--- src/rtl/keypad_pkg.sv ---
// Shared types, constants and small helpers for the 4x4 keypad scanner.
package keypad_pkg;

  typedef enum logic [1:0] {
    SCAN     = 2'd0,
    DEBOUNCE = 2'd1,
    HELD     = 2'd2
  } state_e;

  localparam int          NUM_ROWS   = 4;
  localparam int          NUM_COLS   = 4;
  localparam int          KEY_CODE_W = 4;
  localparam logic [3:0]  COL_RESET  = 4'b1110;

  // Walk the single low bit one column to the left, wrapping 0111 -> 1110.
  function automatic logic [NUM_COLS-1:0] rotate_col(input logic [NUM_COLS-1:0] col);
    return {col[NUM_COLS-2:0], col[NUM_COLS-1]};
  endfunction

  // Index of the lowest-numbered row that is pulled low; row 0 wins ties.
  function automatic logic [1:0] first_low_row(input logic [NUM_ROWS-1:0] rs);
    logic [1:0] idx;
    if (!rs[0]) begin
      idx = 2'd0;
    end else if (!rs[1]) begin
      idx = 2'd1;
    end else if (!rs[2]) begin
      idx = 2'd2;
    end else begin
      idx = 2'd3;
    end
    return idx;
  endfunction

endpackage

--- src/rtl/keypad_if.sv ---
// Keypad pin bundle plus the key-event outputs seen by downstream logic.
interface keypad_if
  import keypad_pkg::*;
  ();
  logic [NUM_ROWS-1:0]   ROW;
  logic [NUM_COLS-1:0]   COL;
  logic [KEY_CODE_W-1:0] KEY_CODE;
  logic                  KEY_VALID;
  logic                  KEY_HELD;

  modport master (
    input  ROW,
    output COL,
    output KEY_CODE,
    output KEY_VALID,
    output KEY_HELD
  );

  modport slave (
    output ROW,
    input  COL,
    input  KEY_CODE,
    input  KEY_VALID,
    input  KEY_HELD
  );
endinterface

--- src/rtl/tick_gen.sv ---
// Free-running prescaler producing a one-cycle strobe every 2^SCAN_DIV_W cycles.
module tick_gen #(
  parameter int SCAN_DIV_W = 16
) (
  input  logic CLK,
  input  logic RESET,
  output logic TICK
);

  logic [SCAN_DIV_W-1:0] presc_q;
  logic [SCAN_DIV_W-1:0] presc_d;

  // Next prescaler value: count up and wrap naturally.
  always_comb begin
    presc_d = presc_q + {{(SCAN_DIV_W-1){1'b0}}, 1'b1};
  end

  // Prescaler register.
  always_ff @(posedge CLK or negedge RESET) begin
    if (!RESET) begin
      presc_q <= '0;
    end else begin
      presc_q <= presc_d;
    end
  end

  assign TICK = &presc_q;

endmodule

--- src/rtl/keypad_scanner.sv ---
// 4x4 active-low keypad scanner: column drive, row synchroniser, row priority
// select and a scan/debounce/held FSM emitting one strobe per accepted press.
module keypad_scanner
  import keypad_pkg::*;
#(
  parameter int SCAN_DIV_W     = 16,
  parameter int DEBOUNCE_TICKS = 4
) (
  input  logic     CLK,
  input  logic     RESET,
  keypad_if.master kp
);

  localparam logic [3:0] DB_LIM = 4'(DEBOUNCE_TICKS);

  logic                  tick_s;
  logic [NUM_ROWS-1:0]   rs_meta_q;
  logic [NUM_ROWS-1:0]   rs_q;
  logic                  any_low_s;
  logic [1:0]            sel_row_s;
  logic [3:0]            cnt_inc_s;

  state_e                state_q,     state_d;
  logic [NUM_COLS-1:0]   col_q,       col_d;
  logic [1:0]            col_idx_q,   col_idx_d;
  logic [1:0]            row_idx_q,   row_idx_d;
  logic [3:0]            cnt_q,       cnt_d;
  logic [KEY_CODE_W-1:0] key_code_q,  key_code_d;
  logic                  key_valid_q, key_valid_d;
  logic                  key_held_q,  key_held_d;

  tick_gen #(.SCAN_DIV_W(SCAN_DIV_W)) u_tick_gen (
    .CLK   (CLK),
    .RESET (RESET),
    .TICK  (tick_s)
  );

  // Two-flop synchroniser for the asynchronous row inputs (idle = all high).
  always_ff @(posedge CLK or negedge RESET) begin
    if (!RESET) begin
      rs_meta_q <= 4'b1111;
      rs_q      <= 4'b1111;
    end else begin
      rs_meta_q <= kp.ROW;
      rs_q      <= rs_meta_q;
    end
  end

  assign any_low_s = ~(&rs_q);
  assign sel_row_s = first_low_row(rs_q);
  assign cnt_inc_s = cnt_q + 4'd1;

  // Next-state and output logic; everything advances only on scan ticks,
  // except the valid strobe which always drops after one cycle.
  always_comb begin
    state_d     = state_q;
    col_d       = col_q;
    col_idx_d   = col_idx_q;
    row_idx_d   = row_idx_q;
    cnt_d       = cnt_q;
    key_code_d  = key_code_q;
    key_valid_d = 1'b0;
    key_held_d  = key_held_q;

    if (tick_s) begin
      case (state_q)
        SCAN: begin
          if (!any_low_s) begin
            col_d     = rotate_col(col_q);
            col_idx_d = col_idx_q + 2'd1;
          end else begin
            row_idx_d = sel_row_s;
            cnt_d     = 4'd1;
            state_d   = DEBOUNCE;
          end
        end
        DEBOUNCE: begin
          if (any_low_s && (sel_row_s == row_idx_q)) begin
            if (cnt_inc_s == DB_LIM) begin
              key_code_d  = {row_idx_q, col_idx_q};
              key_valid_d = 1'b1;
              key_held_d  = 1'b1;
              cnt_d       = 4'd0;
              state_d     = HELD;
            end else begin
              cnt_d = cnt_inc_s;
            end
          end else begin
            cnt_d     = 4'd0;
            col_d     = rotate_col(col_q);
            col_idx_d = col_idx_q + 2'd1;
            state_d   = SCAN;
          end
        end
        HELD: begin
          // Only the latched row matters here; other keys are ignored.
          if (rs_q[row_idx_q]) begin
            if (cnt_inc_s == DB_LIM) begin
              key_held_d = 1'b0;
              cnt_d      = 4'd0;
              col_d      = rotate_col(col_q);
              col_idx_d  = col_idx_q + 2'd1;
              state_d    = SCAN;
            end else begin
              cnt_d = cnt_inc_s;
            end
          end else begin
            cnt_d = 4'd0;
          end
        end
        default: begin
          state_d    = SCAN;
          cnt_d      = 4'd0;
          col_d      = COL_RESET;
          col_idx_d  = 2'd0;
          key_held_d = 1'b0;
        end
      endcase
    end else begin
      state_d = state_q;
    end
  end

  // State and output registers.
  always_ff @(posedge CLK or negedge RESET) begin
    if (!RESET) begin
      state_q     <= SCAN;
      col_q       <= COL_RESET;
      col_idx_q   <= 2'd0;
      row_idx_q   <= 2'd0;
      cnt_q       <= 4'd0;
      key_code_q  <= 4'd0;
      key_valid_q <= 1'b0;
      key_held_q  <= 1'b0;
    end else begin
      state_q     <= state_d;
      col_q       <= col_d;
      col_idx_q   <= col_idx_d;
      row_idx_q   <= row_idx_d;
      cnt_q       <= cnt_d;
      key_code_q  <= key_code_d;
      key_valid_q <= key_valid_d;
      key_held_q  <= key_held_d;
    end
  end

  assign kp.COL       = col_q;
  assign kp.KEY_CODE  = key_code_q;
  assign kp.KEY_VALID = key_valid_q;
  assign kp.KEY_HELD  = key_held_q;

endmodule

--- src/flat_wrapper.sv ---
// flat-port wrapper written by rule: the top's interface ports become plain ports
module keypad_scanner_flat import keypad_pkg::*;
#(
  parameter int SCAN_DIV_W     = 16,
  parameter int DEBOUNCE_TICKS = 4
)
  (CLK, RESET, kp_ROW, kp_COL, kp_KEY_CODE, kp_KEY_VALID, kp_KEY_HELD);
  keypad_if kp_i ();
  input  logic CLK;
  input  logic RESET;
  input wire logic [$bits(kp_i.ROW)-1:0] kp_ROW;
  output wire logic [$bits(kp_i.COL)-1:0] kp_COL;
  output wire logic [$bits(kp_i.KEY_CODE)-1:0] kp_KEY_CODE;
  output wire logic [$bits(kp_i.KEY_VALID)-1:0] kp_KEY_VALID;
  output wire logic [$bits(kp_i.KEY_HELD)-1:0] kp_KEY_HELD;
  assign kp_i.ROW = kp_ROW;
  assign kp_COL = kp_i.COL;
  assign kp_KEY_CODE = kp_i.KEY_CODE;
  assign kp_KEY_VALID = kp_i.KEY_VALID;
  assign kp_KEY_HELD = kp_i.KEY_HELD;
  keypad_scanner #(.SCAN_DIV_W(SCAN_DIV_W), .DEBOUNCE_TICKS(DEBOUNCE_TICKS)) u_core (.CLK(CLK), .RESET(RESET), .kp(kp_i));
endmodule
--- config.mk ---
export PLATFORM = sky130hd
export DESIGN_NAME = keypad_scanner_flat
export DESIGN_NICKNAME = d
export VERILOG_FILES = /design/src/rtl/keypad_pkg.sv /design/src/rtl/keypad_if.sv /design/src/rtl/tick_gen.sv /design/src/rtl/keypad_scanner.sv /design/src/flat_wrapper.sv
export SDC_FILE = /design/constraint.sdc
export NUM_CORES = 1
export LEC_CHECK = 0
export BUFFER_PORTS_ARGS = -buffer_cell sky130_fd_sc_hd__buf_2
export CORE_ASPECT_RATIO = 0.9
export CORE_MARGIN = 3
export CORE_UTILIZATION = 60
export DETAILED_ROUTE_END_ITERATION = 8
export GPL_TIMING_DRIVEN = 0
export PLACE_DENSITY = 0.79
export SYNTH_ARGS = -nofsm -noshare
export SYNTH_HDL_FRONTEND = slang
export SYNTH_SLANG_ARGS = --single-unit
export TNS_END_PERCENT = 1
--- constraint.sdc ---
create_clock -name CLK -period 3.54 [get_ports CLK]
set_input_delay 0.708 -clock CLK [delete_from_list [all_inputs] [get_ports CLK]]
set_output_delay 0.708 -clock CLK [all_outputs]
set_load 0.02 [all_outputs]
* Yosys cells after proc, flatten, opt, wreduce, memory -nomap -nowiden
Index checks and enable logic that the tools add are counted.
Cells by class: bitwise gates (word level) 2, muxes and demuxes 35, eq/ne operators 12, add/subtract/negate cells 3, $lt $le $gt $ge 1, reduce and logical (&&, ||, !) cells 10
Operators with widths (number):
- 20-bit AND reduction | 2
- 4-bit two-way mux | 8
- 4-bit one-hot mux with 3 select lines | 2
- 2-bit two-way mux | 11
- 21-bit AND reduction | 1
- 19-bit AND reduction | 1
- 18-bit AND reduction | 1
- 17-bit AND reduction | 1
- 16-bit by 1-bit adder with 16-bit output, second input constant | 1
- 16-bit AND reduction | 1
- 2-bit one-hot mux with 3 select lines | 2
- 1-bit two-way mux | 10
- 2-bit by 1-bit != test with 1-bit output, second input constant | 5
- 4-bit by 1-bit adder with 4-bit output, second input constant | 1
- 4-bit by 3-bit equality test with 1-bit output, second input constant | 1
- 2-bit != test, second input constant | 2
- 4-bit AND reduction | 1
- 2-bit by 3-bit < comparator with 1-bit output, second input constant | 1
- 3-bit != test, second input constant | 1
- 1-bit one-hot mux with 3 select lines | 1
- 2-bit by 1-bit adder with 2-bit output, second input constant | 1
- 1-bit binary-select mux with 2-bit select | 1
- 2-bit by 1-bit equality test with 1-bit output, second input constant | 1
- 2-bit equality test | 1
- other kinds (4) | 5
Word-level totals: word-level logic and storage cells 74, bits of input ports 6, output and inout bits 10, bits in registers 44

* Longest topological paths before layout
depth after elaboration 8, depth in mapped cells 6

* Modules after synthesis
Synthesis repeated with hierarchy kept, for this count alone.
Unflattened totals: cell total of the unflattened synthesis 176, area, all modules 2130.8 sq um
Modules (own cells, without submodules):
- keypad_scanner | instances 1, seq. area each 714.4 sq um, cells an instance 117, area an instance 1388.8 sq um
- tick_gen | instances 1, seq. area each 400.4 sq um, cells an instance 59, area an instance 742.0 sq um

* Least setup slack after synthesis
OpenSTA, ideal clock, no wires.
path kind reg2reg, start register u_core.cnt_q[0], end register u_core.col_idx_q[0], cell stages (with the launch flop) 7, path slack 1446 ps, data arrival time 1969 ps, setup time 125 ps, cells stage by stage dfrtp_1 -> ha_1 -> nand3b_1 -> o31ai_4 -> a211oi_4 -> nor3_4 -> mux2_2
On the way: cells in the longest elaborated chain, start to end 4
RTL lines:
- from (decl) | line keypad_scanner.sv:27 | logic [3:0] cnt_q, cnt_d;
- from (signal assigned) | line keypad_scanner.sv:140 | cnt_q <= cnt_d;
- 4-bit by 1-bit adder with 4-bit output | line keypad_scanner.sv:51 | assign cnt_inc_s = cnt_q + 4'd1;
- 4-bit by 3-bit equality test with 1-bit output | line keypad_scanner.sv:98 | if (cnt_inc_s == DB_LIM) begin
- 2-bit by 1-bit != test with 1-bit output (no line)
- 20-bit AND reduction (no line)
- to (signal assigned) | line keypad_scanner.sv:138 | col_idx_q <= col_idx_d;
- to (decl) | line keypad_scanner.sv:25 | logic [1:0] col_idx_q, col_idx_d;
No other way between the ends. A chain may end at the register's enable or synchronous reset.

* Final worst setup path
Ends and elaborated chain as after synthesis.

==> run summary <==
Crit path time final - 2.36 ns
Layout Utilization - 73.8%
Chip height - 62.3 microns
N_diodes - 0
Most common cell after layout, fill and taps aside - dfrtp_1
Ys async rst share - 100%
Mapped Area - 2110 sq um
Footprint of the multi-input gates - 940 sq um
PostCTS Resize Cnt - 0
Clk buf depth - 2
Final ANT Viol Nets - 0
Maximum clock frequency - 0.423 GHz
Vias in the first global route - 1543
FF+latch area - 1110 sq um
Post-place setup slack - 1.22 ns
Total I/O pin count - 16
Commonest cells after routing, fill and taps aside - dfrtp_1, nand2_1, buf_2
Initial antenna violation count - 0
Ys flop type - dfrtp_1
Root buffer cell - clkbuf_8
Top-area cell type share of the netlist area - 39.1%
Largest net degree at the start of global routing - 45
Final setup viols - 0
Worst-Skew Late Latency - 0.30 ns
Initial core utilization - 65.9%
Worst setup SP type - flip-flop
Port bufs - 15
Core area - 3210 sq um
Top cell type by total area after synthesis - dfrtp_1
Setup CP Type - reg -> reg
Max IR drop VDD - 311 uV
Via count - 1535
Die ar. - 4270 sq um
Fill cells - 211
Final worst slack - 1.18 ns
Share of layout cells above drive strength 1 - 23.2%
Total CTS buffers - 5
Period utilisation layout - 66.7%
Clk sinks - 44
Die Wd - 68.6 microns
Number of distinct library cells after synthesis - 48
Via density - 6.07
Critical Path Sink Type - flip-flop
WL/cell - 16.1 microns
Syn Area/Cell - 11.2 sq um
First-pass GRT wire length - 6990 microns
Final hold violation count - 0
GPL Wtd Cong - 0.916
DP Cell Count - 245
Synth top area cells - dfrtp_1, dfstp_2, mux2_2
Actual slew at the worst max-slew pin - 0.911 ns
H-tree levels - 2
Final slew viol count - 0
Detailed Route WL - 4070 microns
Syn_nets - 197
Area Growth Syn to Fin - 12.0%
Syn Inst Count - 188
Max_slew headroom - 39.3%
CP max FO - 8
Worst EP arrival - 2.56 ns
Setup_tns - 0 ns
GRT overflow - 0
Clock-pin slew on the worst setup and hold paths - 0.08 ns
Setup Fix Bufs, Post-CTS - 0
Post-synthesis sequential area ratio - 52.7%
Max Clock Skew - 0.00796 ns
Min-delay worst type - reg -> reg
DRC violations left - 0
P_leak - 0.00109 uW
CP required - 3.73 ns
RSZ-0062 raised after global routing - false
DRT Pass-1 Iters - 4
Synth Warn # - 0
CTS tree - built
Final HPWL DP - 2810 microns
Layout Cells excl Fill - 253
Status - complete, no violations
GRT Util Overall - 22.1%
Number of core rows - 19
Max_cap viols - 0
Post-synth EDFFs - 0
Synthesized flop and latch total - 44
Power per Cell Area - 401 nW/um^2
NumNets Final - 219
Post-CTS Hold Fix Bufs - 0
DRT iter0 DRCs - 170
==> synthesized netlist by cell type (all sizes together) (2+ instances only) <==
cell / n
dfstp: 11
a211oi: 2
and2: 2
a311oi: 2
a31oi: 3
xnor2: 9
a21oi: 3
nand3: 7
nor2: 10
nand4: 10
o21ai: 4
dfrtp: 33
mux2i: 3
inv: 11
clkbuf: 3
nand3b: 2
nor3: 4
nor2b: 2
o22ai: 2
xor2: 5
o211ai: 2
and3b: 2
nand2: 18
ha: 3
nand2b: 5
and3: 3
mux2: 8
nor4: 2
==> registers in the layout, summed over array words and instances (netlist names), 2 cells and up <==
| name | cells |
|---|---|
| u_core.state_q | 2 |
| u_core.cnt_q | 4 |
| u_core.row_idx_q | 2 |
| u_core.rs_q | 4 |
| u_core.col_idx_q | 2 |
| u_core.kp.COL | 4 |
| u_core.u_tick_gen.presc_q | 16 |
| u_core.kp.KEY_CODE | 4 |
| u_core.rs_meta_q | 4 |
==> worst paths after layout <==
path                                          start                       endpoint  slack (ns)  cells after the start
worst max register to register      u_core.cnt_q[0]            u_core.col_idx_q[0]        1.18                      6
worst min register to register  u_core.rs_meta_q[0]                 u_core.rs_q[0]        0.36                      0
max in group asynchronous                     RESET   u_core.u_tick_gen.presc_q[1]        2.43                      1
min in group asynchronous                     RESET  u_core.u_tick_gen.presc_q[13]        0.53                      1
worst min-delay path            u_core.rs_meta_q[0]                 u_core.rs_q[0]        0.36                      0
worst max-delay path                u_core.cnt_q[0]            u_core.col_idx_q[0]        1.18                      6
==> power by group <==
group	total [uW]	switching [uW]	internal [uW]
Clock	415	166	249
Combinational	21.0	15.3	5.65
Sequential	514	3.14	511
==> per-stage QoR <==
step / area (sq um) / power, uW / hold WS (ns)
final: 2370 / 950 / 0.359
after global routing: 2370 / 989 / 0.363
after CTS: 2370 / 956 / 0.361
after detailed placement: 2240 / 545 / 0.347
after global placement: 2240 / 544 / 0.348
after floorplan: 2110 / 530 / 0.345
==> final cells by class <==
class | instances | area share (%)
tap | 42 | 2.22
clock inverter | 1 | 1.27
clock buffer | 7 | 4.07
buffer | 4 | 0.792
timing repair buffer | 15 | 3.17
sequential | 44 | 47.1
inverter | 11 | 1.74
multi-input combinational | 129 | 39.7
==> metal layers <==
metal  track usage, %  part of all wire (%)  vias to the layer above
li1                 -                     -                      719
met1             27.8                    41                      755
met2             35.2                    52                       51
met3             5.05                   5.4                       10
met4             10.7                   2.4                        0
met5                0                     0                        -
==> critical path, stage by stage (launching register included) <==
cell and delay, ns:
dfrtp_1 0.48, ha_1 0.28, nand3b_1 0.23, o31ai_4 0.40
a211oi_4 0.15, nor3_4 0.34, mux2_2 0.37
==> cells by family (layout without fill, tap and decap cells) <==
kind of cell	count (synthesis)	after routing	synth area share [%]
buf+inv	15	38	2.84
fa+ha+maj	3	3	1.78
xor+xnor	14	14	5.80
compound gates	29	29	11.2
mux	12	12	6.75
simple gates	71	71	18.9
flops	44	44	52.7
(Power assumes the default switching activity.)
